**src/rtl/sdft_pkg.sv**
```systemverilog
// Shared types and width helpers for the sliding-DFT scheduler slice.
package sdft_pkg;

  localparam int unsigned DEF_WORD_WIDTH = 16;
  localparam int unsigned DEF_FFT_SIZE   = 256;
  localparam int unsigned DEF_FRAME_HOP  = 64;

  localparam int unsigned ADDR_W = $clog2(DEF_FFT_SIZE);
  localparam int unsigned DIFF_W = DEF_WORD_WIDTH + 1;

  typedef enum logic [2:0] {
    INIT,
    IDLE,
    FETCH,
    WAIT_UPD,
    READOUT
  } state_e;

  function automatic int unsigned addr_width(input int unsigned fft_size);
    return $clog2(fft_size);
  endfunction

  function automatic int unsigned diff_width(input int unsigned word_width);
    return word_width + 1;
  endfunction

endpackage

```
**src/rtl/sdft_sweep_counter.sv**
```systemverilog
// 0..DEPTH-1 address sweep shared by the ring/bin clear and the frame readout.
module sdft_sweep_counter #(
  parameter int unsigned DEPTH = 256,
  parameter int unsigned AW    = 8
) (
  input  logic          clk_i,
  input  logic          rst_ni,
  input  logic          start_i,
  output logic          active_o,
  output logic [AW-1:0] count_o,
  output logic          last_o
);

  logic          active_q;
  logic [AW-1:0] count_q;

  always_ff @(posedge clk_i or negedge rst_ni) begin
    if (!rst_ni) begin
      active_q <= 1'b0;
      count_q  <= '0;
    end else if (start_i) begin
      active_q <= 1'b1;
      count_q  <= '0;
    end else if (active_q) begin
      if (count_q == AW'(DEPTH - 1)) begin
        active_q <= 1'b0;
        count_q  <= '0;
      end else begin
        count_q <= count_q + 1'b1;
      end
    end
  end

  assign active_o = active_q;
  assign count_o  = count_q;
  assign last_o   = active_q && (count_q == AW'(DEPTH - 1));

endmodule

```
**src/rtl/sdft_scheduler.sv**
```systemverilog
// Sliding-DFT scheduler: sample ring upkeep, per-sample update sweeps and
// periodic spectrum readout from the bin RAM.
module sdft_scheduler
  import sdft_pkg::*;
#(
  parameter int unsigned WORD_WIDTH = DEF_WORD_WIDTH,
  parameter int unsigned FFT_SIZE   = DEF_FFT_SIZE,
  parameter int unsigned FRAME_HOP  = DEF_FRAME_HOP,
  localparam int unsigned AW = addr_width(FFT_SIZE),
  localparam int unsigned DW = diff_width(WORD_WIDTH)
) (
  input  logic                  clk,
  input  logic                  reset_n,
  input  logic                  s_valid,
  output logic                  s_ready,
  input  logic [WORD_WIDTH-1:0] s_data,
  output logic [AW-1:0]         ring_addr,
  input  logic [WORD_WIDTH-1:0] ring_rd_data,
  output logic                  ring_wr_en,
  output logic [WORD_WIDTH-1:0] ring_wr_data,
  output logic                  upd_start,
  output logic [DW-1:0]         upd_diff,
  input  logic                  upd_done,
  output logic                  bin_sel,
  output logic [AW-1:0]         bin_addr,
  output logic                  bin_clr,
  output logic                  bin_rd_en,
  output logic                  frame_valid,
  output logic [AW-1:0]         frame_idx,
  output logic                  frame_last
);

  localparam int unsigned HW = AW + 1;

  state_e                state_q, state_d;
  logic [AW-1:0]         wr_ptr_q, wr_ptr_d;
  logic [HW-1:0]         hop_q, hop_d;
  logic [WORD_WIDTH-1:0] sample_q, sample_d;
  logic [DW-1:0]         diff_q, diff_d;
  logic                  upd_start_q, upd_start_d;
  logic                  bin_sel_q, bin_sel_d;
  logic                  fvalid_q;
  logic [AW-1:0]         fidx_q;
  logic                  flast_q;

  logic                  cnt_start;
  logic                  cnt_active;
  logic [AW-1:0]         cnt_count;
  logic                  cnt_last;

  sdft_sweep_counter #(
    .DEPTH (FFT_SIZE),
    .AW    (AW)
  ) u_sweep (
    .clk_i    (clk),
    .rst_ni   (reset_n),
    .start_i  (cnt_start),
    .active_o (cnt_active),
    .count_o  (cnt_count),
    .last_o   (cnt_last)
  );

  always_ff @(posedge clk or negedge reset_n) begin
    if (!reset_n) begin
      state_q     <= INIT;
      wr_ptr_q    <= '0;
      hop_q       <= '0;
      sample_q    <= '0;
      diff_q      <= '0;
      upd_start_q <= 1'b0;
      bin_sel_q   <= 1'b1;
      fvalid_q    <= 1'b0;
      fidx_q      <= '0;
      flast_q     <= 1'b0;
    end else begin
      state_q     <= state_d;
      wr_ptr_q    <= wr_ptr_d;
      hop_q       <= hop_d;
      sample_q    <= sample_d;
      diff_q      <= diff_d;
      upd_start_q <= upd_start_d;
      bin_sel_q   <= bin_sel_d;
      // Frame strobes lag the read address by one cycle to line up with RAM data.
      fvalid_q    <= bin_rd_en;
      fidx_q      <= cnt_count;
      flast_q     <= bin_rd_en && cnt_last;
    end
  end

  always_comb begin
    state_d      = state_q;
    wr_ptr_d     = wr_ptr_q;
    hop_d        = hop_q;
    sample_d     = sample_q;
    diff_d       = diff_q;
    upd_start_d  = 1'b0;
    bin_sel_d    = bin_sel_q;
    cnt_start    = 1'b0;
    s_ready      = 1'b0;
    ring_addr    = wr_ptr_q;
    ring_wr_en   = 1'b0;
    ring_wr_data = sample_q;
    bin_clr      = 1'b0;
    bin_rd_en    = 1'b0;

    case (state_q)
      INIT: begin
        // The sweep is idle on the first cycle out of reset; kick it, then clear.
        ring_addr    = cnt_count;
        ring_wr_data = '0;
        if (!cnt_active) begin
          cnt_start = 1'b1;
        end else begin
          ring_wr_en = 1'b1;
          bin_clr    = 1'b1;
          if (cnt_last) begin
            bin_sel_d = 1'b0;
            state_d   = IDLE;
          end
        end
      end

      IDLE: begin
        s_ready = 1'b1;
        if (s_valid) begin
          sample_d = s_data;
          state_d  = FETCH;
        end
      end

      FETCH: begin
        ring_wr_en  = 1'b1;
        diff_d      = $signed({sample_q[WORD_WIDTH-1], sample_q})
                    - $signed({ring_rd_data[WORD_WIDTH-1], ring_rd_data});
        wr_ptr_d    = wr_ptr_q + 1'b1;
        upd_start_d = 1'b1;
        state_d     = WAIT_UPD;
      end

      WAIT_UPD: begin
        // A done coinciding with the launch pulse belongs to no sweep of ours.
        if (upd_done && !upd_start_q) begin
          if (hop_q == HW'(FRAME_HOP - 1)) begin
            hop_d     = '0;
            bin_sel_d = 1'b1;
            cnt_start = 1'b1;
            state_d   = READOUT;
          end else begin
            hop_d   = hop_q + 1'b1;
            state_d = IDLE;
          end
        end
      end

      READOUT: begin
        if (cnt_active) begin
          bin_rd_en = 1'b1;
          if (cnt_last) begin
            bin_sel_d = 1'b0;
            state_d   = IDLE;
          end
        end else begin
          bin_sel_d = 1'b0;
          state_d   = IDLE;
        end
      end

      default: begin
        bin_sel_d = 1'b1;
        state_d   = INIT;
      end
    endcase
  end

  assign upd_start   = upd_start_q;
  assign upd_diff    = diff_q;
  assign bin_sel     = bin_sel_q;
  assign bin_addr    = cnt_count;
  assign frame_valid = fvalid_q;
  assign frame_idx   = fidx_q;
  assign frame_last  = flast_q;

endmodule

```
**config.mk**
```make
export PLATFORM = sky130hd
export DESIGN_NAME = sdft_scheduler
export DESIGN_NICKNAME = d
export VERILOG_FILES = /design/src/rtl/sdft_pkg.sv /design/src/rtl/sdft_sweep_counter.sv /design/src/rtl/sdft_scheduler.sv
export SDC_FILE = /design/constraint.sdc
export NUM_CORES = 1
export LEC_CHECK = 0
export ABC_AREA = 1
export CAP_MARGIN = 10
export CORE_AREA = 2 2 98 100
export DETAILED_ROUTE_END_ITERATION = 6
export DIE_AREA = 0 0 100 102
export PLACE_DENSITY = 0.78
export SLEW_MARGIN = 20
export SYNTH_ARGS = -nofsm -noshare
export SYNTH_HDL_FRONTEND = slang
export SYNTH_HIERARCHICAL = 1
export SYNTH_SLANG_ARGS = --single-unit
```
**constraint.sdc**
```tcl
create_clock -name clk -period 2.4 [get_ports clk]
set_clock_uncertainty 0.1 [all_clocks]
set_input_delay 0.48 -clock clk [delete_from_list [all_inputs] [get_ports clk]]
set_output_delay 0.48 -clock clk [all_outputs]
set_load 0.05 [all_outputs]
```
==> results.json, run 1 <==
{
  "core_area_um2": 9110,
  "crit_buf_inv": 1,
  "seq_area_um2": 1850,
  "area_growth_pct": 33.7,
  "hp-start": "upd_diff[9]",
  "crit_family": "buffers and inverters",
  "min_path_type": "flip-flop to flip-flop",
  "track_usage_pct": 23.6,
  "synth-main-ff-cell": "dfrtp_1",
  "tightest_slew_ns": 0.602,
  "synth_edf_count": 0,
  "drive_above_1_share_pct": 13.6,
  "drv_cap": 0,
  "dp.cells": 828,
  "worst_r2r_path_depth": 13,
  "clock-sinks": 74,
  "worstPathArrival_ns": 1.71,
  "n_antenna_cell": 0,
  "cts_root_buffer": "clkbuf_8",
  "drv_slew": 0,
  "grt_pass1_wl_mm": 19.2,
  "drt_iter0_drc": 234,
  "fill_cells": 786,
  "syn-cell-area_um2": 4450,
  "critPathKind": "flip-flop to output pin",
  "die_x_um": 100,
  "yosysTopAreaCellShare_pct": 41.1,
  "rows": 35,
  "clkSlewWorstSetupHoldPaths_ns": 0.08,
  "postSynthCellCount": 608,
  "synth.most_common_cell": "nand2_1",
  "max_freq_mhz": 436,
  "holdPathStages": 2,
  "avgViaCountPerCell": 4.89,
  "layout.cells.non_filler": 845,
  "rr_startpoint": "sample_q[0]",
  "finalWirelength_mm": 11.1,
  "drtAntennaViolNets": 0,
  "r2r_end": "upd_diff[16]",
  "cts_buffers": 9,
  "dr.pass1.iters": 4,
  "max_slew_margin_pct": 59.8,
  "synthesis.nets": 664,
  "synth.avg_cell_area_um2": 7.31,
  "setup_slack_ns": 0.108,
  "port_buffers": 100,
  "whs_endpoint": "upd_diff[9]",
  "via_count": 4136,
  "ys_warn_count": 6,
  "cp_max_fo": 3,
  "ios": 101,
  "htreeDepth": 3,
  "overflow": 0,
  "post-route-util_pct": 65.3,
  "grt_antenna_before_repair": 0,
  "synthTopCellsByArea": "dfrtp_1 41%, nand2_1 16%, inv_1 9.3%",
  "die_y_um": 102,
  "synth-seq-cells": 74,
  "start_util_pct": 48.8,
  "fin_crit_sh_pct": 95.5,
  "outcome": "complete, no violations",
  "required_ns": 1.82,
  "ys_async_sr_fraction_pct": 100,
  "finalHoldViolations": 0,
  "clk-insertion-delay-late_ns": 0.36,
  "synth_cell_types": 37,
  "grt_start_max_net_pins": 33,
  "clock_path_buffers": 2,
  "yosysTopAreaCell": "dfrtp_1",
  "multi_input_area_um2": 2120,
  "dp_slack_ns": -0.0930,
  "fin_crit_ns": 2.29,
  "drc": 0,
  "post_cts_buffers": 0,
  "grt_pass1_vias": 4189,
  "rsz0062_at_grt": "no",
  "routabilityCongestion": 0.904,
  "critPathLaunchType": "flip-flop",
  "cp_slowest_cell": "clkdlybuf4s50_1",
  "setup_viol": 0,
  "max_stage_delay_ns": 0.81,
  "ys_seq_area_share_pct": 41.7,
  "end_kind": "output pin",
  "cts_tree": "done",
  "path_cells": "clkdlybuf4s50_1",
  "ir_worst_vdd_mv": 0.673,
  "cellPowerDensity_nw_per_um2": 1360,
  "leakagePower_nw": 3.20,
  "synth_top_cells_by_count": "186 x nand2_1, 110 x inv_1, 73 x dfrtp_1",
  "reg2reg_slack_ns": 0.44,
  "dieArea_um2": 10200,
  "hpwl_mm": 8.58,
  "wl_per_cell_um": 13.2,
  "nets": 785
}
area by class of cell:
cell class / instances / area share [%]
Timing Repair Buffer: 120 / 20.2
Multi-Input combinational cell: 410 / 35.7
Clock buffer: 9 / 2.08
Tap cell: 111 / 2.34
Inverter: 114 / 7.20
Clock inverter: 7 / 1.28
Sequential cell: 74 / 31.2
registers in the layout (all words and copies together), names as in the netlist:
| register | cells |
|---|---|
| upd_start | 1 |
| u_sweep/active_o | 1 |
| wr_ptr_q | 8 |
| hop_q | 9 |
| frame_last | 1 |
| bin_sel | 1 |
| frame_idx | 8 |
| state_q | 3 |
| u_sweep/count_o | 8 |
| sample_q | 16 |
| frame_valid | 1 |
| upd_diff | 17 |
through the flow:
| stage | cell area, um^2 | hold WS [ns] | TNS, ns | power, mW |
|---|---|---|---|---|
| floorplan | 4450 | 0.0844 | -0.195 | 5.42 |
| global placement | 5710 | 0.332 | -0.0833 | 7.00 |
| detailed placement | 5710 | 0.343 | -0.156 | 7.07 |
| CTS | 5920 | 0.387 | 0 | 8.11 |
| global route | 5950 | 0.411 | 0 | 8.74 |
| finish | 5950 | 0.379 | 0 | 8.11 |
logic make-up after synthesis:
| logic type | Yosys count | share of synthesized area (%) |
|---|---|---|
| flops | 74 | 41.7 |
| fa+ha+maj | 20 | 5.80 |
| compound gates | 60 | 7.20 |
| simple gates | 314 | 31.3 |
| xor+xnor | 16 | 3.15 |
| buf+inv | 124 | 10.9 |
worst max-delay path by stage:
stage | from | endpoint | slack (ns) | depth (start not counted)
global placement | ring_rd_data[0] | upd_diff[12] | -0.04 | 13
global route | state_q[0] | ring_addr[5] | 0.003 | 7
detailed placement | ring_rd_data[0] | upd_diff[16] | -0.09 | 13
finish | bin_sel | bin_sel | 0.11 | 1
CTS | state_q[1] | ring_addr[2] | 0.03 | 7
floorplan | state_q[1] | ring_addr[5] | -0.04 | 5
routing by layer:
layer / routed length, um / GRT usage (%) / share of wire [%] / vias to the layer above
met2: 5390 / 40.6 / 48 / 101
met4: 266 / 8.75 / 2.4 / 0
met3: 513 / 4.72 / 4.6 / 21
met5: 0 / 0 / 0 / -
met1: 4960 / 29.7 / 45 / 1917
li1: - / - / - / 2097
power breakdown:
| part | total [mW] | switching [mW] | internal (mW) |
|---|---|---|---|
| sequential | 1.90 | 0.260 | 1.64 |
| clock | 1.02 | 0.528 | 0.487 |
| combinational | 5.20 | 3.46 | 1.74 |
| total | 8.11 | 4.24 | 3.87 |
cells in the final DEF, fill, tap and decap left out, drive strengths merged, types with 2 or more instances in the layout:
master           n
xnor2            4
nand3b           3
dfrtp           73
clkdlybuf4s50   71
xor2            12
nand4            5
buf             48
nand2          193
inv            116
clkbuf           9
clkinvlp         2
nand3           27
a21oi           26
o21ai           27
or2              4
nor3            10
o21bai           2
clkinv           2
ha              19
nor2            71
a31oi            3
timing repair:
item,4_1_cts,5_1_grt
endpoints found under the setup margin,0,8
endpoints found under the hold margin,13,0
hold buffers,1,0
gates resized for setup,0,8
Note: power is estimated with default switching activity, not from simulation.
==> run 2, diff against run 1 <==
Settings changed: REMOVE_ABC_BUFFERS set to 1.
==> results.json, run 2 (same netlist as run 1, synthesis figures left out) <==
{
  "outcome": "complete, no violations",
  "die_x_um": 100,
  "crit_buf_inv": 3,
  "drive_above_1_share_pct": 14.0,
  "max_slew_margin_pct": 58.6,
  "dpl_cell_area_um2": 5760,
  "rr_startpoint": "sample_q[0]",
  "whs_endpoint": "hop_q[8]",
  "hpwl_mm": 8.48,
  "critPathKind": "flip-flop to output pin",
  "fin_area_um2": 6030,
  "grt_pass1_vias": 4196,
  "path_cells": "inv_2 -> nand2_1 -> nor2_4 -> buf_4 -> nand2_1 -> o21ai_0 -> buf_12",
  "largest_reg_flops": 17,
  "drt_iter0_drc": 169,
  "core_area_um2": 9110,
  "clock-sinks": 74,
  "fin_crit_sh_pct": 95.8,
  "dp.cells": 831,
  "leakagePower_nw": 3.25,
  "cp_max_fo": 10,
  "nets": 789,
  "overflow": 0,
  "worstPathArrival_ns": 1.72,
  "drc": 0,
  "hold_ws_ns": 0.379,
  "via_count": 4151,
  "max_stage_delay_ns": 0.44,
  "worst_r2r_path_depth": 13,
  "finalWirelength_mm": 11.1,
  "wl_per_cell_um": 13.1,
  "drv_slew": 0,
  "grt_pass1_wl_mm": 18.6,
  "min_path_type": "flip-flop to flip-flop",
  "cpMostUsedCell": "nand2_1",
  "final_cell_mix": "186 x nand2_1, 110 x inv_1, 72 x dfrtp_1, 71 x clkdlybuf4s50_1, 61 x nor2_1",
  "finalHoldViolations": 0,
  "setup_viol": 0,
  "drtAntennaViolNets": 0,
  "ios": 101,
  "post-route-util_pct": 66.3,
  "grt_start_max_net_pins": 52,
  "layout_commonest_cell": "nand2_1",
  "cts_tree": "done",
  "die_y_um": 102,
  "avgViaCountPerCell": 4.89,
  "end_kind": "output pin",
  "rows": 35,
  "dr.pass1.iters": 4,
  "drv_cap": 0,
  "layout.cells.non_filler": 849,
  "required_ns": 1.82,
  "area_growth_pct": 35.7,
  "fin_crit_ns": 2.30,
  "holdPathStages": 1,
  "routabilityCongestion": 0.904,
  "htreeDepth": 3,
  "clkSlewWorstSetupHoldPaths_ns": 0.09,
  "power_mw": 8.34,
  "rsz0062_at_grt": "yes",
  "cp_slowest_cell": "dfrtp_2",
  "port_buffers": 100,
  "crit_family": "buffers and inverters",
  "reg2reg_slack_ns": 0.45,
  "cellPowerDensity_nw_per_um2": 1380,
  "grt_antenna_before_repair": 0,
  "cts_root_buffer": "clkbuf_8",
  "ir_worst_vdd_mv": 0.892,
  "cts_buffers": 9,
  "n_antenna_cell": 0,
  "tightest_slew_ns": 0.618,
  "critPathLaunchType": "flip-flop",
  "dieArea_um2": 10200,
  "clock_path_buffers": 2,
  "hp-start": "hop_q[8]",
  "track_usage_pct": 23.0,
  "max_freq_mhz": 435,
  "clk-insertion-delay-late_ns": 0.36,
  "r2r_end": "upd_diff[12]",
  "start_util_pct": 48.8
}
-- run 2: what timing repair did --
item,4_1_cts,5_1_grt
setup endpoints to repair,3,9
gates resized for setup,2,7
setup buffers,0,1
hold endpoints to repair,23,0
pin swaps,0,0
hold buffers,1,0
-- run 2: stage by stage --
step,TNS [ns],setup slack [ns]
floorplan,-8.67,-1.04
CTS,0,0.00981
global placement,-0.0690,-0.0334
finish,0,0.101
global route,-0.0308,-0.0152
detailed placement,-0.204,-0.0817
-- run 2: layout make-up --
| cell class | count | area [um^2] |
|---|---|---|
| Clock buffer | 10 | 128 |
| Inverter | 114 | 428 |
| Timing Repair Buffer | 124 | 1250 |
| Fill cell | 808 | 3070 |
| Multi-Input combinational cell | 410 | 2120 |
| Clock inverter | 6 | 115 |
| Tap cell | 111 | 139 |
| Sequential cell | 74 | 1850 |
-- run 2: worst max-delay path by stage --
stage | start | end | slack [ns] | depth (start not counted)
after detailed placement | ring_rd_data[0] | upd_diff[12] | -0.08 | 13
after global routing | state_q[0] | ring_addr[0] | -0.02 | 7
after global placement | ring_rd_data[0] | upd_diff[12] | -0.03 | 13
after CTS | state_q[0] | ring_addr[2] | 0.01 | 7
final | state_q[0] | ring_addr[7] | 0.10 | 7
after floorplan | state_q[0] | ring_wr_en | -1.04 | 5
-- run 2: routing by layer --
metal  vias up  global-route usage, %  wire, um
li1       2103                      -         -
met1      1934                   28.4      4920
met2        99                   41.0      5540
met3        15                   3.97       476
met5         -                      0         0
met4         0                   7.90       180
-- run 2: power by group --
| part | total [mW] | internal, mW | switching (mW) |
|---|---|---|---|
| logic | 5.25 | 1.80 | 3.45 |
| registers | 1.90 | 1.64 | 0.254 |
| clock network | 1.19 | 0.695 | 0.500 |
| total | 8.34 | 4.13 | 4.21 |
==> run 3, diff against run 2 <==
Settings changed: CORE_AREA 2 2 98 100 to 2 2 104 106, DIE_AREA 0 0 100 102 to 0 0 106 108, PLACE_DENSITY 0.78 to 0.7.
==> results.json, run 3 (same netlist as run 1, synthesis figures left out) <==
{
  "via_count": 4170,
  "reg2reg_slack_ns": 0.32,
  "tightest_slew_ns": 0.588,
  "drt_iter0_drc": 139,
  "clock-sinks": 74,
  "final_cell_mix": "185 x nand2_1, 110 x inv_1, 72 x dfrtp_1, 71 x clkdlybuf4s50_1, 61 x nor2_1",
  "htreeDepth": 3,
  "rr_startpoint": "state_q[0]",
  "port_buffers": 100,
  "multi_input_area_um2": 2140,
  "setup_viol": 0,
  "grt_antenna_before_repair": 0,
  "power_frac_clock_pct": 11.6,
  "topRoutingLayerUsed": "met4",
  "dieArea_um2": 11400,
  "worst_r2r_path_depth": 13,
  "fin_area_um2": 6120,
  "drc": 0,
  "clkSlewWorstSetupHoldPaths_ns": 0.08,
  "swShare_pct": 50.5,
  "cp_slowest_cell": "dfrtp_1",
  "ir_worst_vdd_mv": 1.01,
  "drt-met1-wl_mm": 4.82,
  "ios": 101,
  "fin_crit_sh_pct": 97.5,
  "hpwl_mm": 8.30,
  "overflow": 0,
  "critPathLaunchType": "flip-flop",
  "cts_tree": "done",
  "fin_setup_tns_ns": 0,
  "cts_root_buffer": "clkbuf_8",
  "drtAntennaViolNets": 0,
  "worstPathArrival_ns": 1.76,
  "grt_pass1_wl_mm": 18.4,
  "track_usage_pct": 20.1,
  "die_y_um": 108,
  "dpl_cell_area_um2": 5790,
  "fill_cells": 906,
  "required_ns": 1.82,
  "cp_max_fo": 5,
  "crit_end": "ring_addr[5]",
  "hold_ws_ns": 0.0144,
  "crit_start": "state_q[0]",
  "drv_cap": 0,
  "wl_met3_um": 542,
  "start_util_pct": 43.5,
  "finalWirelength_mm": 11.1,
  "die_x_um": 106,
  "max_slew_margin_pct": 60.7,
  "seq_area_um2": 1850,
  "post-route-util_pct": 59.8,
  "routabilityCongestion": 0.919,
  "outcome": "complete, no violations",
  "finalHoldViolations": 0,
  "pwr-share-comb_pct": 65.7,
  "cts_buffers": 9,
  "largest_reg_flops": 17,
  "min_path_type": "input port to asynchronous set/reset pin",
  "p_switching_mw": 4.21,
  "clock_path_buffers": 2,
  "critPathKind": "flip-flop to output pin",
  "leakagePower_nw": 3.28,
  "dr.pass1.iters": 5,
  "max_stage_delay_ns": 0.42,
  "grt_pass1_vias": 4041,
  "wl_per_cell_um": 12.7,
  "nets": 793,
  "seq_power_share_pct": 22.7,
  "path_cells": "inv_2 -> nand2_2 -> nor2_4 -> buf_8 -> nand2_1 -> o21ai_0 -> bufbuf_16",
  "avgViaCountPerCell": 4.75,
  "n_antenna_cell": 0,
  "grt_start_max_net_pins": 40,
  "routed-wl-met2_mm": 5.68,
  "cellPowerDensity_nw_per_um2": 1360,
  "fin_crit_ns": 2.34,
  "max_freq_mhz": 427,
  "layout_commonest_cell": "nand2_1",
  "internal-power_mw": 4.13,
  "drv_slew": 0,
  "end_kind": "output pin",
  "core_area_um2": 10200,
  "rows": 37,
  "area_growth_pct": 37.6,
  "drive_above_1_share_pct": 15.0,
  "r2r_end": "u_sweep/count_o[6]",
  "clk-insertion-delay-late_ns": 0.34
}
run 3: cell type report:
class / instances / share of cell area, %
repair buffers: 128 / 21.9
multi-input cells: 410 / 34.9
flip-flops and latches: 74 / 30.3
well taps: 136 / 2.78
clock inverters: 3 / 0.654
clock buffers: 13 / 2.43
inverters: 114 / 6.99
run 3: power by group through the flow:
stage               Clock [mW]  Sequential [mW]  Combinational (mW)
global placement             0             1.90                5.14
CTS                      0.994             1.90                5.20
floorplan                    0             2.43                2.93
finish                   0.965             1.90                5.48
global route              1.04             1.95                5.95
detailed placement           0             1.93                5.18
run 3: repair_timing:
| item | in CTS | in global routing |
|---|---|---|
| hold buffers | 0 | 0 |
| setup endpoints to repair | 0 | 9 |
| buffers inserted | 0 | 7 |
| gates resized for setup | 0 | 17 |
run 3: worst min-delay path by stage:
| stage | cells past startpoint | to | slack, ns |
|---|---|---|---|
| after floorplan | 0 | frame_idx[0] | 0.08 |
| final | 1 | upd_diff[2] | 0.01 |
| after CTS | 1 | upd_diff[1] | 0.02 |
| after global placement | 1 | hop_q[8] | 0.36 |
| after global routing | 1 | upd_diff[2] | 0.04 |
| after detailed placement | 2 | upd_diff[12] | 0.37 |
run 3: worst max-delay path, delay by kind of cell (launching register included):
family	cells	cell delay [ns]
AND/OR/NAND/NOR	3	0.35
flip-flops	1	0.42
buffers and inverters	3	0.55
AO/OA/AOI/OAI	1	0.08
run 3: metal layers:
metal	up-vias	track usage [%]
li1	2117	-
met3	8	3.62
met2	103	36.1
met1	1942	24.6
met5	-	0
met4	0	5.92
run 3: per-stage QoR:
step	cells	setup WS (ns)	total power [mW]
final	878	0.0604	8.34
after global routing	878	-0.0327	8.94
after CTS	869	0.0222	8.10
after detailed placement	853	-0.152	7.10
after global placement	853	-0.0531	7.04
after floorplan	598	-1.04	5.35
